===== src/rtl/core_pkg.sv =====
// Shared types for the 16-bit Harvard core: address/instruction widths,
// opcode field position and the fetch buffer entry.
package core_pkg;

    localparam int ADDR_W  = 16;
    localparam int INSTR_W = 16;
    localparam int OPC_HI  = 15;
    localparam int OPC_LO  = 12;

    typedef struct packed {
        logic [ADDR_W-1:0]  pc;
        logic [INSTR_W-1:0] instr;
    } fetch_entry_t;

    typedef enum logic { SLOT_EMPTY, SLOT_VALID } slot_state_t;
    typedef enum logic { FS_RUN, FS_HALT }        fetch_state_t;

    function automatic logic [OPC_HI-OPC_LO:0] opcode(input logic [INSTR_W-1:0] w);
        return w[OPC_HI:OPC_LO];
    endfunction

endpackage


===== src/rtl/fetch_buffer.sv =====
// Two-entry prefetch FIFO. Slot 0 is always the head, so the head entry is
// driven straight from a register and is never overwritten until popped.
module fetch_buffer
    import core_pkg::*;
(
    input  logic         clk,
    input  logic         rst_n,
    input  logic         push,
    input  logic         pop,
    input  logic         flush,
    input  fetch_entry_t din,
    output fetch_entry_t head,
    output logic [1:0]   count
);

    fetch_entry_t slot [2];
    slot_state_t  st   [2];
    logic         do_pop, do_push;

    assign do_pop  = pop && (st[0] == SLOT_VALID);
    assign do_push = push && ((st[1] == SLOT_EMPTY) || do_pop);

    always_ff @(posedge clk or negedge rst_n) begin
        if (!rst_n) begin
            slot[0] <= '0;
            slot[1] <= '0;
            st[0]   <= SLOT_EMPTY;
            st[1]   <= SLOT_EMPTY;
        end else if (flush) begin
            st[0] <= SLOT_EMPTY;
            st[1] <= SLOT_EMPTY;
        end else begin
            case ({do_push, do_pop})
                2'b11: begin
                    if (st[1] == SLOT_VALID) begin
                        slot[0] <= slot[1];
                        slot[1] <= din;
                    end else begin
                        slot[0] <= din;
                    end
                end
                2'b10: begin
                    if (st[0] == SLOT_EMPTY) begin
                        slot[0] <= din;
                        st[0]   <= SLOT_VALID;
                    end else begin
                        slot[1] <= din;
                        st[1]   <= SLOT_VALID;
                    end
                end
                2'b01: begin
                    slot[0] <= slot[1];
                    st[0]   <= st[1];
                    st[1]   <= SLOT_EMPTY;
                end
                default: ;
            endcase
        end
    end

    assign head  = slot[0];
    assign count = 2'(st[0] == SLOT_VALID) + 2'(st[1] == SLOT_VALID);

endmodule


===== src/rtl/instruction_fetch.sv =====
// Fetch stage: PC register, push/redirect control and prefetch buffer.
// Optional halt-on-opcode detection is enabled by FETCH_HALT_DETECT_EN.
module instruction_fetch
    import core_pkg::*;
#(
    parameter logic [ADDR_W-1:0] RESET_PC    = 16'd0,
    parameter logic [3:0]        HALT_OPCODE = 4'hF
) (
    input  logic               clk,
    input  logic               rst_n,
    output logic [ADDR_W-1:0]  pc_address,
    input  logic [INSTR_W-1:0] instruction_in,
    input  logic               redirect_valid,
    input  logic [ADDR_W-1:0]  redirect_pc,
    output logic               fetch_valid,
    input  logic               fetch_ready,
    output logic [INSTR_W-1:0] fetch_instr,
    output logic [ADDR_W-1:0]  fetch_pc,
    output logic               halted
);

    logic [ADDR_W-1:0] pc;
    logic [1:0]        count;
    logic              pop, push;
    fetch_entry_t      head, din;

    assign fetch_valid = (count != 2'd0);
    assign pop         = fetch_valid && fetch_ready;
    assign push        = !redirect_valid && !halted && ((count < 2'd2) || pop);
    assign din         = '{pc: pc, instr: instruction_in};

    fetch_buffer u_buf (
        .clk   (clk),
        .rst_n (rst_n),
        .push  (push),
        .pop   (pop),
        .flush (redirect_valid),
        .din   (din),
        .head  (head),
        .count (count)
    );

    always_ff @(posedge clk or negedge rst_n) begin
        if (!rst_n)              pc <= RESET_PC;
        else if (redirect_valid) pc <= redirect_pc;
        else if (push)           pc <= pc + 16'd1;
    end

`ifdef FETCH_HALT_DETECT_EN
    fetch_state_t fstate;

    // The HALT word itself is still pushed; only later pushes are blocked.
    always_ff @(posedge clk or negedge rst_n) begin
        if (!rst_n)
            fstate <= FS_RUN;
        else if (redirect_valid)
            fstate <= FS_RUN;
        else if (push && (opcode(instruction_in) == HALT_OPCODE))
            fstate <= FS_HALT;
    end

    assign halted = (fstate == FS_HALT);
`else
    logic unused_halt_opc;
    assign unused_halt_opc = ^HALT_OPCODE;
    assign halted          = 1'b0;
`endif

    assign pc_address  = pc;
    assign fetch_instr = head.instr;
    assign fetch_pc    = head.pc;

endmodule


===== config.mk =====
export PLATFORM = sky130hd
export DESIGN_NAME = instruction_fetch
export DESIGN_NICKNAME = d
export VERILOG_FILES = /design/src/rtl/core_pkg.sv /design/src/rtl/fetch_buffer.sv /design/src/rtl/instruction_fetch.sv
export SDC_FILE = /design/constraint.sdc
export NUM_CORES = 1
export LEC_CHECK = 0
export ABC_AREA = 0
export BUFFER_PORTS_ARGS = -buffer_cell sky130_fd_sc_hd__buf_2
export CAP_MARGIN = 20
export CORE_AREA = 2 2 91 93
export DETAILED_ROUTE_END_ITERATION = 7
export DIE_AREA = 0 0 93 95
export GPL_ROUTABILITY_DRIVEN = 0
export PLACE_DENSITY = 0.84
export SLEW_MARGIN = 0
export SYNTH_ARGS = -nofsm -noshare
export SYNTH_HDL_FRONTEND = slang
export SYNTH_SLANG_ARGS = --single-unit

===== constraint.sdc =====
create_clock -name clk -period 4 [get_ports clk]
set_clock_uncertainty 0.15 [all_clocks]
set_input_delay 0.2 -clock clk [delete_from_list [all_inputs] [get_ports clk]]
set_output_delay 0.2 -clock clk [all_outputs]
set_load 0.01 [all_outputs]

==> flow_summary.yaml, run 1 <==
outcome:
  run_status: "finished clean"
floorplan:
  die_w_um: 93
  die_h_um: 95
  core_area_mm2: 0.007928
  start_util: 0.5803
  pin_count: 86
  rows: 33
  die_area_mm2: 0.008835
clocking:
  cts_tree: "done"
  clkSinkCount: 82
  cts_root_buf: "clkbuf_8"
  cts_buffer_depth: 2
  path_clk_slew_ns: 0.08
  clk_latency_ns: 0.35
  numCtsBuffers: 9
  cts_setup_buffers: 0
  htreeDepth: 3
cells_and_area:
  final_common_cell: "buf_2"
  nNetsFinal: 523
  drive_gt1_frac: 0.3045
  syn2layout_area_growth_pct: 15.47
  layout_common_cells: "buf_2, dfrtp_1, mux2i_1"
  antennaDiodeCount: 0
  fillers: 623
sta:
  worstMarginPinSlew_ns: 1.051
  setup_tns_ns: 0
  min_period_ns: 3.117
  fin_ws_ns: 0.8833
  fin_crit_sh: 0.7792
  setup_viol: 0
  finalHoldViolCount: 0
  rsz0062_at_grt: "false"
  slew_viol_final: 0
  max_freq_mhz: 320.9
  relSlewSlack: 0.2996
placement:
  dpl_worst_slack_ns: 0.9383
  hpwl_mm: 6.393
  port-buffer-count: 84
synth:
  synth_seq_cells: 82
  synth_cell_types: 42
  seq_area_frac_synth: 0.4460
  yosysWarningCount: 0
  synth_edf_count: 0
  yosysTopAreaCell: "dfrtp_1"
  synthCells: 420
  synth_top_area_share: 0.4460
  syn_nets: 461
  synth_flop_cell: "dfrtp_1"
  syn-cell-area_mm2: 0.004601
  synthArstFlopShare: 1.000
  synth_area_leaders: "dfrtp_1, mux2_2, mux2i_1"
  syn_area_per_cell_um2: 10.95
run:
  drv_cap: 0
detailed_routing:
  wl_mm: 10.11
  dr.pass1.iters: 4
  antenna_left: 0
  vias: 3515
  avgRoutedWirePerCell_um: 17.10
  drtIter0Drc: 136
  vias_per_cell: 5.948
  drcViolationCount: 0
grt:
  grt_use_met1: 0.3181
  grt-busiest-layer: "met2"
  first_global_vias: 3443
  grt_max_degree: 83
  grt_pass1_wl_mm: 16.74
  use_met3: 0.03751
  track_usage: 0.2396
  antenna_found_initial: 0
  grtUsageMet2: 0.4058
  grt.overflow.total: 0
hold_path:
  hold_class: "in -> reg"
worst_setup_path:
  slowest_stage: "dfrtp_1"
  cp.required_ns: 4.08
  arrival_ns: 3.20
  cp-start-kind: "flip-flop"
  criticalPathCategory: "reg -> reg"
  crit_path_max_fanout: 22
  cpPeakStageDelay_ns: 0.47
  cp-end-kind: "flip-flop"
  cp_cell_sequence: "nand2_1 -> a21o_1 -> inv_1 -> ha_1 -> buf_4 -> inv_1 -> nor2_1 -> nor3_4 -> buf_4 -> mux2_2"
  path_delay_family: "buffers and inverters"
  cp_num_buf_inv: 4
power:
  ir_worst_vdd_uv: 246.5
  p_leak_nw: 2.452
  p_per_area_mw_per_mm2: 482.5
cell type report:
| cell class | count | area, µm² | share of cell area |
|---|---|---|---|
| Clock inverter | 5 | 31.28 | 0.005888 |
| Multi-Input combinational cell | 262 | 2128 | 0.4006 |
| Inverter | 4 | 15.01 | 0.002826 |
| Timing Repair Buffer | 123 | 815.8 | 0.1536 |
| Sequential cell | 82 | 2053 | 0.3865 |
| Tap cell | 105 | 131.4 | 0.02473 |
| Clock buffer | 10 | 137.6 | 0.02591 |
worst min-delay path: stages:
cell      delay, ns
buf_2          0.07
nand2b_1       0.10
o31a_1         0.12
power by group:
part / total, mW / switching, mW / internal, mW
Combinational: 0.766 / 0.370 / 0.396
Sequential: 1.27 / 0.197 / 1.07
Clock: 0.530 / 0.294 / 0.237
kinds of logic (layout without fill, tap and decap cells):
kind of cell	after synthesis	count (layout)	synth area share
mux	69	69	0.1591
fa+ha+maj	5	5	0.01360
xor+xnor	9	9	0.01713
flops	82	82	0.4460
other cells	1	1	0.0008151
simple gates	60	60	0.07561
buf+inv	76	142	0.09355
compound gates	118	118	0.1942
through the flow:
stage	hold WS (ns)	cells	total power [mW]	area [µm²]	util
6_report	0.02004	591	2.563	5313	0.6701
5_1_grt	0.03291	591	2.721	5313	0.6701
4_1_cts	0.01759	590	2.574	5285	0.6667
3_5_place_dp	0.2665	543	2.022	4796	0.6050
3_3_place_gp	0.2602	543	1.978	4796	0.6050
2_1_floorplan	-0.2456	420	1.880	4601	-
cells in the mapped netlist, types with 3 or more instances:
cell	number
inv_1	4
a211oi_1	31
buf_4	34
nand3_1	3
xnor2_1	7
a21oi_1	4
nand2_1	20
nor3_1	4
dfrtp_1	82
buf_2	7
a221oi_1	31
ha_1	5
nor4b_1	3
a22oi_1	4
buf_1	4
mux2i_1	36
nand4_1	3
nand2b_1	3
clkbuf_1	25
nor2_1	11
a21o_1	32
mux2_2	33
o21ai_0	10
routing by layer:
metal  vias up  routed length (µm)
met1      1752                4565
met4         0                 117
met5         -                   0
li1       1659                   -
met2        96                4981
met3         8                 442
path summary, 6_finish.rpt:
check,startpoint,to,slack [ns],cells after the start
max,u_buf.st[1],u_buf.slot[25],0.88,10
min,redirect_pc[14],pc_address[14],0.02,3
max reg2reg,u_buf.st[1],u_buf.slot[25],0.88,10
min reg2reg,u_buf.head[3],u_buf.head[3],0.32,1
max in group asynchronous,rst_n,u_buf.st[0],2.92,3
min in group asynchronous,rst_n,u_buf.head[7],0.19,2
repair_timing:
action                    in CTS  in global routing
hold endpoints to repair     113                  0
hold buffers                  32                  0
resized for setup              0                  0
registers in the layout, summed over array words and instances (netlist names):
name	cells
u_buf.head	32
u_buf.st	2
pc_address	16
u_buf.slot	32
Power figures use the tool's default switching activity.
==> run 2: changes to the inputs <==
--- a/config.mk
+++ b/config.mk
@@ -8,11 +8,11 @@
 export ABC_AREA = 0
 export BUFFER_PORTS_ARGS = -buffer_cell sky130_fd_sc_hd__buf_2
 export CAP_MARGIN = 20
-export CORE_AREA = 2 2 91 93
+export CORE_AREA = 2 2 94 96
 export DETAILED_ROUTE_END_ITERATION = 7
-export DIE_AREA = 0 0 93 95
+export DIE_AREA = 0 0 96 98
 export GPL_ROUTABILITY_DRIVEN = 0
-export PLACE_DENSITY = 0.84
+export PLACE_DENSITY = 0.79
 export SLEW_MARGIN = 0
 export SYNTH_ARGS = -nofsm -noshare
 export SYNTH_HDL_FRONTEND = slang
==> constraint.sdc (replaced) <==
create_clock -name clk -period 2.9 [get_ports clk]
set_clock_uncertainty 0.15 [all_clocks]
set_input_delay 0.145 -clock clk [delete_from_list [all_inputs] [get_ports clk]]
set_output_delay 0.145 -clock clk [all_outputs]
set_load 0.01 [all_outputs]
==> run 2 against run 1 <==
The run now ends with negative hold slack left. Non-clock buffer count grew 7. Via count up 1.4%. Register-to-register slack worse by 0.40 ns. Global-route usage is 0.97 points lower. Final area rose by 1.6%. Critical path depth is 2 lower. Maximum frequency is 29% higher. Die area is 6.5% higher. Core utilization shrank 3.2 points. Largest cell class unchanged.
==> flow_summary.yaml, run 2 (same netlist as run 1, synthesis figures left out) <==
worst_setup_path:
  arrival_ns: 2.52
  cp.required_ns: 3.00
  cp-start-kind: "flip-flop"
  cp-end-kind: "flip-flop"
  criticalPathCategory: "reg -> reg"
  crit_path_max_fanout: 13
cells_and_area:
  antennaDiodeCount: 0
  fin_util: 0.6379
  nNetsFinal: 530
  syn2layout_area_growth_pct: 17.38
  fillers: 658
  layout_common_cells: "buf_2, dfrtp_1, mux2i_1"
  regArea_mm2: 0.002053
  final_cells: 602
  multi_input_area_mm2: 0.002128
  final_common_cell: "buf_2"
  drive_gt1_frac: 0.3117
  final_area_mm2: 0.005400
sta:
  setup_viol: 0
  min_period_ns: 2.416
  fin_hold_ws_ns: -0.01070
  rsz0062_at_grt: "false"
  setup_tns_ns: 0
  fin_crit_sh: 0.8332
  relSlewSlack: 0.5059
  finalHoldViolCount: 8
  worstMarginPinSlew_ns: 0.7412
  fin_ws_ns: 0.4837
  max_freq_mhz: 413.9
  slew_viol_final: 0
grt:
  grt.overflow.total: 0
  first_global_vias: 3568
  grt_max_degree: 83
  grt_pass1_wl_mm: 17.01
  antenna_found_initial: 0
  track_usage: 0.2299
power:
  p_leak_nw: 2.499
  p_per_area_mw_per_mm2: 671.4
  finalPower_mw: 3.626
  ir_worst_vdd_uv: 271.6
detailed_routing:
  wl_met2_mm: 4.987
  drtIter0Drc: 226
  antenna_left: 0
  drcViolationCount: 0
  wl_mm: 10.26
  vias_per_cell: 5.919
  vias: 3563
  avgRoutedWirePerCell_um: 17.04
  wl_met3_um: 495
  highest_layer: "met4"
  wl_met1_mm: 4.579
  dr.pass1.iters: 4
run:
  drv_cap: 0
floorplan:
  rows: 34
  pin_count: 86
  die_h_um: 98
  core_area_mm2: 0.008466
  die_w_um: 96
  die_area_mm2: 0.009408
  start_util: 0.5435
placement:
  hpwl_mm: 6.313
  port-buffer-count: 84
  place_area_mm2: 0.004857
  dp.cells: 552
  dpl_worst_slack_ns: 0.4637
clocking:
  ctsResizeCount: 0
  path_clk_slew_ns: 0.08
  clkSinkCount: 82
  numCtsBuffers: 9
  htreeDepth: 3
  cts_root_buf: "clkbuf_8"
  cts_tree: "done"
  clk_latency_ns: 0.36
  cts_buffer_depth: 2
outcome:
  run_status: "finished with violations"
  failed_checks: "negative hold slack"
hold_path:
  hold_class: "in -> async"
run 2: cell types whose count changed in the layout (fill, tap and decap cells not counted):
cell and delta:
clkbuf_1 +1, clkinv_4 -1, buf_12 +1, clkbuf_8 -1, clkinv_2 +1, buf_4 +5
dlygate4sd3_1 +1, bufinv_16 +1
run 2: cell type report:
type | instances | area share
tap | 108 | 0.02502
multi-input combinational | 262 | 0.3941
timing repair buffer | 130 | 0.1636
inverter | 4 | 0.002780
clock buffer | 10 | 0.02363
clock inverter | 6 | 0.01066
sequential | 82 | 0.3802
run 2: report_power, final:
part,internal [mW],total (mW),switching (mW)
Clock,0.392,0.802,0.411
Sequential,1.48,1.74,0.265
Combinational,0.561,1.08,0.521
Total,2.43,3.63,1.20
run 2: path summary, 6_finish.rpt:
| check | cells past startpoint | end | from | slack (ns) |
|---|---|---|---|---|
| max | 8 | u_buf.slot[3] | u_buf.st[1] | 0.48 |
| min | 2 | u_buf.head[7] | rst_n | -0.01 |
| max reg2reg | 8 | u_buf.slot[3] | u_buf.st[1] | 0.48 |
| min reg2reg | 1 | u_buf.head[29] | u_buf.head[29] | 0.33 |
| max in group asynchronous | 3 | u_buf.st[0] | rst_n | 2.01 |
| min in group clk | 3 | u_buf.st[1] | redirect_valid | 0.20 |
run 2: critical path: stages, from the launching register on:
cell,delay (ns)
dfrtp_1,0.35
nand2_1,0.12
a21o_1,0.24
inv_1,0.09
ha_1,0.36
mux2i_1,0.18
nor3_4,0.21
buf_4,0.24
mux2_2,0.36
run 2: layer usage:
metal / vias to the layer above / track usage
met4: 0 / 0.08022
met1: 1784 / 0.3044
li1: 1668 / -
met3: 15 / 0.05478
met5: - / 0
met2: 96 / 0.3670
run 2: what timing repair did:
item                      CTS  global route
hold endpoints to repair  114             0
hold buffers               33             0
setup buffers               0             0
